===== src/rtl/ctrl_encode_def.sv =====
// Shared encodings for the multi-cycle controller: opcodes, functs, datapath selects, FSM states.
package ctrl_encode_def;

  localparam logic [5:0] OP_RTYPE = 6'b000000;
  localparam logic [5:0] OP_ORI   = 6'b001101;
  localparam logic [5:0] OP_LW    = 6'b100011;
  localparam logic [5:0] OP_SW    = 6'b101011;
  localparam logic [5:0] OP_BEQ   = 6'b000100;
  localparam logic [5:0] OP_J     = 6'b000010;

  localparam logic [5:0] FUNCT_ADDU = 6'b100001;
  localparam logic [5:0] FUNCT_SUBU = 6'b100011;

  localparam logic [1:0] EXT_ZERO   = 2'b00;
  localparam logic [1:0] EXT_SIGNED = 2'b01;

  localparam logic [1:0] ALU_ADD = 2'b00;
  localparam logic [1:0] ALU_SUB = 2'b01;
  localparam logic [1:0] ALU_OR  = 2'b10;

  localparam logic [1:0] NPC_PLUS4  = 2'b00;
  localparam logic [1:0] NPC_BRANCH = 2'b01;
  localparam logic [1:0] NPC_JUMP   = 2'b10;

  localparam logic [1:0] WD_ALU = 2'b00;
  localparam logic [1:0] WD_MEM = 2'b01;

  localparam logic [1:0] GPR_RD = 2'b00;
  localparam logic [1:0] GPR_RT = 2'b01;

  typedef enum logic [2:0] {
    StFetch = 3'd0,
    StDcd   = 3'd1,
    StExe   = 3'd2,
    StMem   = 3'd3,
    StWb    = 3'd4
  } state_t;

  // One-hot instruction class; all zero means unsupported.
  typedef struct packed {
    logic addu;
    logic subu;
    logic ori;
    logic lw;
    logic sw;
    logic beq;
    logic j;
  } instr_t;

endpackage


===== src/rtl/multi_ctrl_if.sv =====
// Controller <-> datapath bundle: instruction fields and status in, enables and selects out.
interface multi_ctrl_if;
  logic [5:0] Op;
  logic [5:0] Funct;
  logic       Zero;
  logic       DMReady;
  logic       PCWr;
  logic       IRWr;
  logic       RFWr;
  logic       DMWr;
  logic [1:0] EXTOp;
  logic [1:0] ALUOp;
  logic [1:0] NPCOp;
  logic       BSel;
  logic [1:0] WDSel;
  logic [1:0] GPRSel;
  logic [2:0] State;

  modport master (
    input  Op, Funct, Zero, DMReady,
    output PCWr, IRWr, RFWr, DMWr, EXTOp, ALUOp, NPCOp, BSel, WDSel, GPRSel, State
  );

  modport slave (
    output Op, Funct, Zero, DMReady,
    input  PCWr, IRWr, RFWr, DMWr, EXTOp, ALUOp, NPCOp, BSel, WDSel, GPRSel, State
  );
endinterface


===== src/rtl/ctrl_decode.sv =====
// Stateless Op/Funct decode into instruction-class flags.
module ctrl_decode
  import ctrl_encode_def::*;
(
  input  logic [5:0] op,
  input  logic [5:0] funct,
  output instr_t     ic
);

  always_comb begin
    ic = '0;
    case (op)
      OP_RTYPE: begin
        ic.addu = (funct == FUNCT_ADDU);
        ic.subu = (funct == FUNCT_SUBU);
      end
      OP_ORI:  ic.ori = 1'b1;
      OP_LW:   ic.lw  = 1'b1;
      OP_SW:   ic.sw  = 1'b1;
      OP_BEQ:  ic.beq = 1'b1;
      OP_J:    ic.j   = 1'b1;
      default: ic = '0;
    endcase
  end

endmodule


===== src/rtl/multi_ctrl.sv =====
// Multi-cycle MIPS-subset controller: FETCH/DCD/EXE/MEM/WB sequencing and datapath control.
module multi_ctrl
  import ctrl_encode_def::*;
#(
  parameter int unsigned MEM_WAIT_EN = 1
) (
  input logic          clk,
  input logic          rst,
  multi_ctrl_if.master bus
);

  instr_t ic;
  state_t state_q, state_d;
  logic   mem_first_q;

  logic       pc_wr, ir_wr, rf_wr, dm_wr, b_sel;
  logic [1:0] ext_op, alu_op, npc_op, wd_sel, gpr_sel;

  ctrl_decode u_decode (
    .op    (bus.Op),
    .funct (bus.Funct),
    .ic    (ic)
  );

  always_comb begin
    state_d = StFetch;
    case (state_q)
      StFetch: state_d = StDcd;
      StDcd:   state_d = (ic.j || ic == '0) ? StFetch : StExe;
      StExe: begin
        if (ic.beq)            state_d = StFetch;
        else if (ic.lw || ic.sw) state_d = StMem;
        else                   state_d = StWb;
      end
      StMem: begin
        if (MEM_WAIT_EN == 0 || bus.DMReady) state_d = ic.lw ? StWb : StFetch;
        else                                 state_d = StMem;
      end
      StWb:    state_d = StFetch;
      default: state_d = StFetch;
    endcase
  end

  always_ff @(posedge clk or posedge rst) begin
    if (rst) begin
      state_q     <= StFetch;
      mem_first_q <= 1'b0;
    end else begin
      state_q     <= state_d;
      mem_first_q <= (state_d == StMem) && (state_q != StMem);
    end
  end

  // Outputs follow the current state and the live IR fields, since IR only settles after FETCH.
  always_comb begin
    pc_wr   = 1'b0;
    ir_wr   = 1'b0;
    rf_wr   = 1'b0;
    dm_wr   = 1'b0;
    b_sel   = 1'b0;
    ext_op  = EXT_ZERO;
    alu_op  = ALU_ADD;
    npc_op  = NPC_PLUS4;
    wd_sel  = WD_ALU;
    gpr_sel = GPR_RD;
    case (state_q)
      StFetch: begin
        ir_wr  = 1'b1;
        pc_wr  = 1'b1;
        npc_op = NPC_PLUS4;
      end
      StDcd: begin
        if (ic.j) begin
          pc_wr  = 1'b1;
          npc_op = NPC_JUMP;
        end
      end
      StExe, StMem, StWb: begin
        // Operand selects are held past EXE so the ALU result stays stable.
        if (ic.subu || ic.beq) alu_op = ALU_SUB;
        if (ic.ori)            alu_op = ALU_OR;
        if (ic.ori || ic.lw || ic.sw)  b_sel  = 1'b1;
        if (ic.lw || ic.sw || ic.beq)  ext_op = EXT_SIGNED;
        if (state_q == StExe && ic.beq) begin
          npc_op = NPC_BRANCH;
          pc_wr  = bus.Zero;
        end
        if (state_q == StMem) dm_wr = ic.sw && mem_first_q;
        if (state_q == StWb) begin
          rf_wr   = 1'b1;
          wd_sel  = ic.lw ? WD_MEM : WD_ALU;
          gpr_sel = (ic.ori || ic.lw) ? GPR_RT : GPR_RD;
        end
      end
      default: ;
    endcase
  end

  // Reset forces every write enable low immediately, independent of the clock.
  assign bus.PCWr   = pc_wr & ~rst;
  assign bus.IRWr   = ir_wr & ~rst;
  assign bus.RFWr   = rf_wr & ~rst;
  assign bus.DMWr   = dm_wr & ~rst;
  assign bus.EXTOp  = ext_op;
  assign bus.ALUOp  = alu_op;
  assign bus.NPCOp  = npc_op;
  assign bus.BSel   = b_sel;
  assign bus.WDSel  = wd_sel;
  assign bus.GPRSel = gpr_sel;
  assign bus.State  = state_q;

endmodule


===== src/flat_wrapper.sv =====
// flat-port wrapper written by rule: the top's interface ports become plain ports
module multi_ctrl_flat import ctrl_encode_def::*;
#(
  parameter int unsigned MEM_WAIT_EN = 1
)
  (clk, rst, bus_Op, bus_Funct, bus_Zero, bus_DMReady, bus_PCWr, bus_IRWr, bus_RFWr, bus_DMWr, bus_EXTOp, bus_ALUOp, bus_NPCOp, bus_BSel, bus_WDSel, bus_GPRSel, bus_State);
  multi_ctrl_if bus_i ();
  input logic clk;
  input logic rst;
  input wire logic [$bits(bus_i.Op)-1:0] bus_Op;
  input wire logic [$bits(bus_i.Funct)-1:0] bus_Funct;
  input wire logic [$bits(bus_i.Zero)-1:0] bus_Zero;
  input wire logic [$bits(bus_i.DMReady)-1:0] bus_DMReady;
  output wire logic [$bits(bus_i.PCWr)-1:0] bus_PCWr;
  output wire logic [$bits(bus_i.IRWr)-1:0] bus_IRWr;
  output wire logic [$bits(bus_i.RFWr)-1:0] bus_RFWr;
  output wire logic [$bits(bus_i.DMWr)-1:0] bus_DMWr;
  output wire logic [$bits(bus_i.EXTOp)-1:0] bus_EXTOp;
  output wire logic [$bits(bus_i.ALUOp)-1:0] bus_ALUOp;
  output wire logic [$bits(bus_i.NPCOp)-1:0] bus_NPCOp;
  output wire logic [$bits(bus_i.BSel)-1:0] bus_BSel;
  output wire logic [$bits(bus_i.WDSel)-1:0] bus_WDSel;
  output wire logic [$bits(bus_i.GPRSel)-1:0] bus_GPRSel;
  output wire logic [$bits(bus_i.State)-1:0] bus_State;
  assign bus_i.Op = bus_Op;
  assign bus_i.Funct = bus_Funct;
  assign bus_i.Zero = bus_Zero;
  assign bus_i.DMReady = bus_DMReady;
  assign bus_PCWr = bus_i.PCWr;
  assign bus_IRWr = bus_i.IRWr;
  assign bus_RFWr = bus_i.RFWr;
  assign bus_DMWr = bus_i.DMWr;
  assign bus_EXTOp = bus_i.EXTOp;
  assign bus_ALUOp = bus_i.ALUOp;
  assign bus_NPCOp = bus_i.NPCOp;
  assign bus_BSel = bus_i.BSel;
  assign bus_WDSel = bus_i.WDSel;
  assign bus_GPRSel = bus_i.GPRSel;
  assign bus_State = bus_i.State;
  multi_ctrl #(.MEM_WAIT_EN(MEM_WAIT_EN)) u_core (.clk(clk), .rst(rst), .bus(bus_i));
endmodule

===== config.mk =====
export PLATFORM = sky130hd
export DESIGN_NAME = multi_ctrl_flat
export DESIGN_NICKNAME = d
export VERILOG_FILES = /design/src/rtl/ctrl_encode_def.sv /design/src/rtl/multi_ctrl_if.sv /design/src/rtl/ctrl_decode.sv /design/src/rtl/multi_ctrl.sv /design/src/flat_wrapper.sv
export SDC_FILE = /design/constraint.sdc
export NUM_CORES = 1
export LEC_CHECK = 0
export ABC_AREA = 1
export BUFFER_PORTS_ARGS = -buffer_cell sky130_fd_sc_hd__buf_2
export CAP_MARGIN = 5
export CORE_AREA = 2 2 39 41
export DETAILED_ROUTE_END_ITERATION = 12
export DIE_AREA = 0 0 41 43
export MAX_ROUTING_LAYER = met4
export PLACE_DENSITY = 0.71
export SYNTH_ARGS = -nofsm -noshare
export SYNTH_HDL_FRONTEND = slang
export SYNTH_SLANG_ARGS = --single-unit

===== constraint.sdc =====
create_clock -name clk -period 1.5 [get_ports clk]
set_clock_uncertainty 0.2 [all_clocks]
set_input_delay 0.3 -clock clk [delete_from_list [all_inputs] [get_ports clk]]
set_output_delay 0.3 -clock clk [all_outputs]
set_load 0.1 [all_outputs]

==> out/summary.txt <==
Status: finished with violations
Failing checks: negative setup slack
Number of global-route vias before repair: 816
Worst hold slack: 155 ps
RR Startpoint: u_core.bus.State[0]
Final setup margin: -642 ps
Clock buffer depth: 2
Core area: 0.00138 mm2
GR Util met2: 46.3%
Distinct cell type count of the synthesized netlist: 17
Final non-filler cell total: 157
Setup crit start kind: flip-flop
Vias per Instance: 5.90
Setup TNS: -8380 ps
Antenna viol nets, final: 0
Area Overhead vs Synth: 184%
Initial Util: 33.6%
Setup violations, final: 19
Worst endpoint data arrival time: 1640 ps
Maximum fanout along the worst path: 2
CP peak stage delay: 500 ps
Cell Area, Synth: 465 um2
# IOs: 34
Seq/Total Area, Yosys: 21.5%
Drt pass-1 iters: 4
Cells after DPL: 141
Inserted Clock Buffers: 3
FF/Latch Area: 111 um2
CTS tree: yes
Post-Synthesis Cells: 79
GPL Wtd Cong: 0.832
GRT overflow: 0
Clk sinks: 4
Most Crowded Layer GR: met2
Syn Area/Cell: 5.89 um2
Max Fclk: 0.467 GHz
Die height: 43 um
Final Hold Fails: 0
Crit end category: primary output
Layout cells sized above 1: 68.8%
Fillers: 31
Htree depth: 1
R2R Setup Slk: -310 ps
Hold Crit Start: bus_DMReady
P_leak: 0.000580 uW
Pre-CTS WS: -341 ps
Global Route met3 Usage: 5.24%
Peak VDD IR: 1.38 mV
Routed len/inst: 22.8 um
Clock transition at path regs: 50 ps
Max Slew Vio Count: 0
Net count, final: 158
Area of the multi-input gates: 438 um2
Tmin final: 2140 ps
RSZ-0062 raised after global routing: yes
1st-iter DRT viols: 60
Worst skew pair latency: 250 ps
Overall die width: 41 um
Pwr dens: 1050 mW/mm2
Hold path endpoint: u_core.bus.State[2]
WP data required: 1000 ps
Fin crit share: 143%
Via count: 927
Most frequent cells in the layout: buf_12 (16), buf_2 (15), buf_4 (15)
Port buffer count: 30
CP max stage cell: dfrtp_4
Fin util: 95.6%
Yosys warning total: 0
Reg2reg path depth: 10
Largest net degree at the start of global routing: 6
Reg-to-Reg End: u_core.bus.State[0]
Tot GR Track Use: 29.5%
Crit Path Class: flip-flop to primary output
Yosys reg bits: 4
Number of max-cap violations: 0
First-pass GRT wire length: 3400 um
Hold Path Depth: 3
Post-Route WL: 3590 um
Commonest non-fill, non-tap cell in the layout: buf_12
Row Count: 14
Final HPWL DP: 1520 um
Root buf cell: clkbuf_4
DR DRC count: 0
Die area: 0.00176 mm2
Worst path cell trace: inv_4 > buf_6 > nand3_4 > nand3b_1 > a21oi_4 > buf_12
Inserted Diodes: 0
Met1 usage: 29.4%
Initial antenna violation count: 0
Hold Crit Class: input pin to flip-flop
-- per-stage QoR --
step | area, um2 | power [uW]
after floorplan | 607 | 673
after global placement | 1120 | 963
after detailed placement | 1120 | 982
after CTS | 1240 | 1220
after global routing | 1320 | 1410
final | 1320 | 1390
-- worst max-delay path by stage --
| stage | from | endpoint | slack [ps] | cells after the start |
|---|---|---|---|---|
| floorplan | u_core.bus.State[2] | bus_PCWr | -1010 | 5 |
| global placement | bus_Op[5] | bus_GPRSel[0] | -280 | 7 |
| detailed placement | bus_Op[5] | bus_PCWr | -340 | 7 |
| CTS | u_core.bus.State[0] | bus_PCWr | -550 | 6 |
| global route | u_core.bus.State[1] | bus_EXTOp[0] | -660 | 7 |
| finish | u_core.bus.State[0] | bus_PCWr | -640 | 6 |
-- worst max-delay path: cells and delay by family, from the launching register on --
kind,cells,cell delay (ps)
AO/OA/AOI/OAI,1,190
buffers and inverters,3,400
flip-flops,1,500
AND/OR/NAND/NOR,2,300
-- per-layer routing --
layer	routed length [um]	vias up	share of wire, %
met5	0	-	0
met4	384	0	11
met3	344	40	9.6
met2	1760	101	49
met1	1100	428	31
li1	-	358	-
-- sequential cells by signal (all words and copies together), names as in the netlist --
name,flops
u_core.mem_first_q,1
u_core.bus.State,3
-- layout make-up --
class | instances | area share, %
Timing Repair Buffer | 59 | 49.4
Multi-Input combinational cell | 57 | 33.1
Inverter | 17 | 5.58
Tap cell | 16 | 1.51
Clock buffer | 4 | 1.99
Sequential cell | 4 | 8.42
-- cell families (layout without fill, tap and decap cells) --
logic type      Yosys count  after routing  share of synthesized area [%]
compound gates            7              7                           9.41
flops                     4              4                           21.5
buf+inv                  20             80                           18.5
other cells               1              3                          0.806
simple gates             47             47                           49.7
-- power breakdown --
group	internal [uW]	leakage (uW)	switching (uW)
Combinational	403	0.000516	651
Clock	101	0.0000150	67.5
Sequential	138	0.0000487	31.9
Total	642	0.000580	750
-- what timing repair did --
item | in CTS | in global routing
endpoints found under the hold margin | 4 | 0
resized for setup | 12 | 13
buffers inserted | 7 | 7
endpoints found under the setup margin | 15 | 18
pin swaps | 6 | 10
hold buffers | 1 | 0
-- Yosys cell counts --
master | count | area, um2
o22ai_1 | 1 | 6.26
a21oi_1 | 4 | 20.0
inv_1 | 13 | 48.8
nand2_1 | 13 | 48.8
nor2_1 | 17 | 63.8
nand3b_1 | 1 | 7.51
inv_2 | 4 | 15.0
nand3_1 | 5 | 25.0
nor2_2 | 6 | 37.5
nor3_4 | 1 | 16.3
dfrtp_1 | 4 | 100
buf_4 | 3 | 22.5
nand3_2 | 2 | 20.0
conb_1 | 1 | 3.75
nand4_1 | 1 | 6.26
a21oi_2 | 2 | 17.5
nand2_2 | 1 | 6.26
Note: power is estimated with default switching activity, not from simulation.
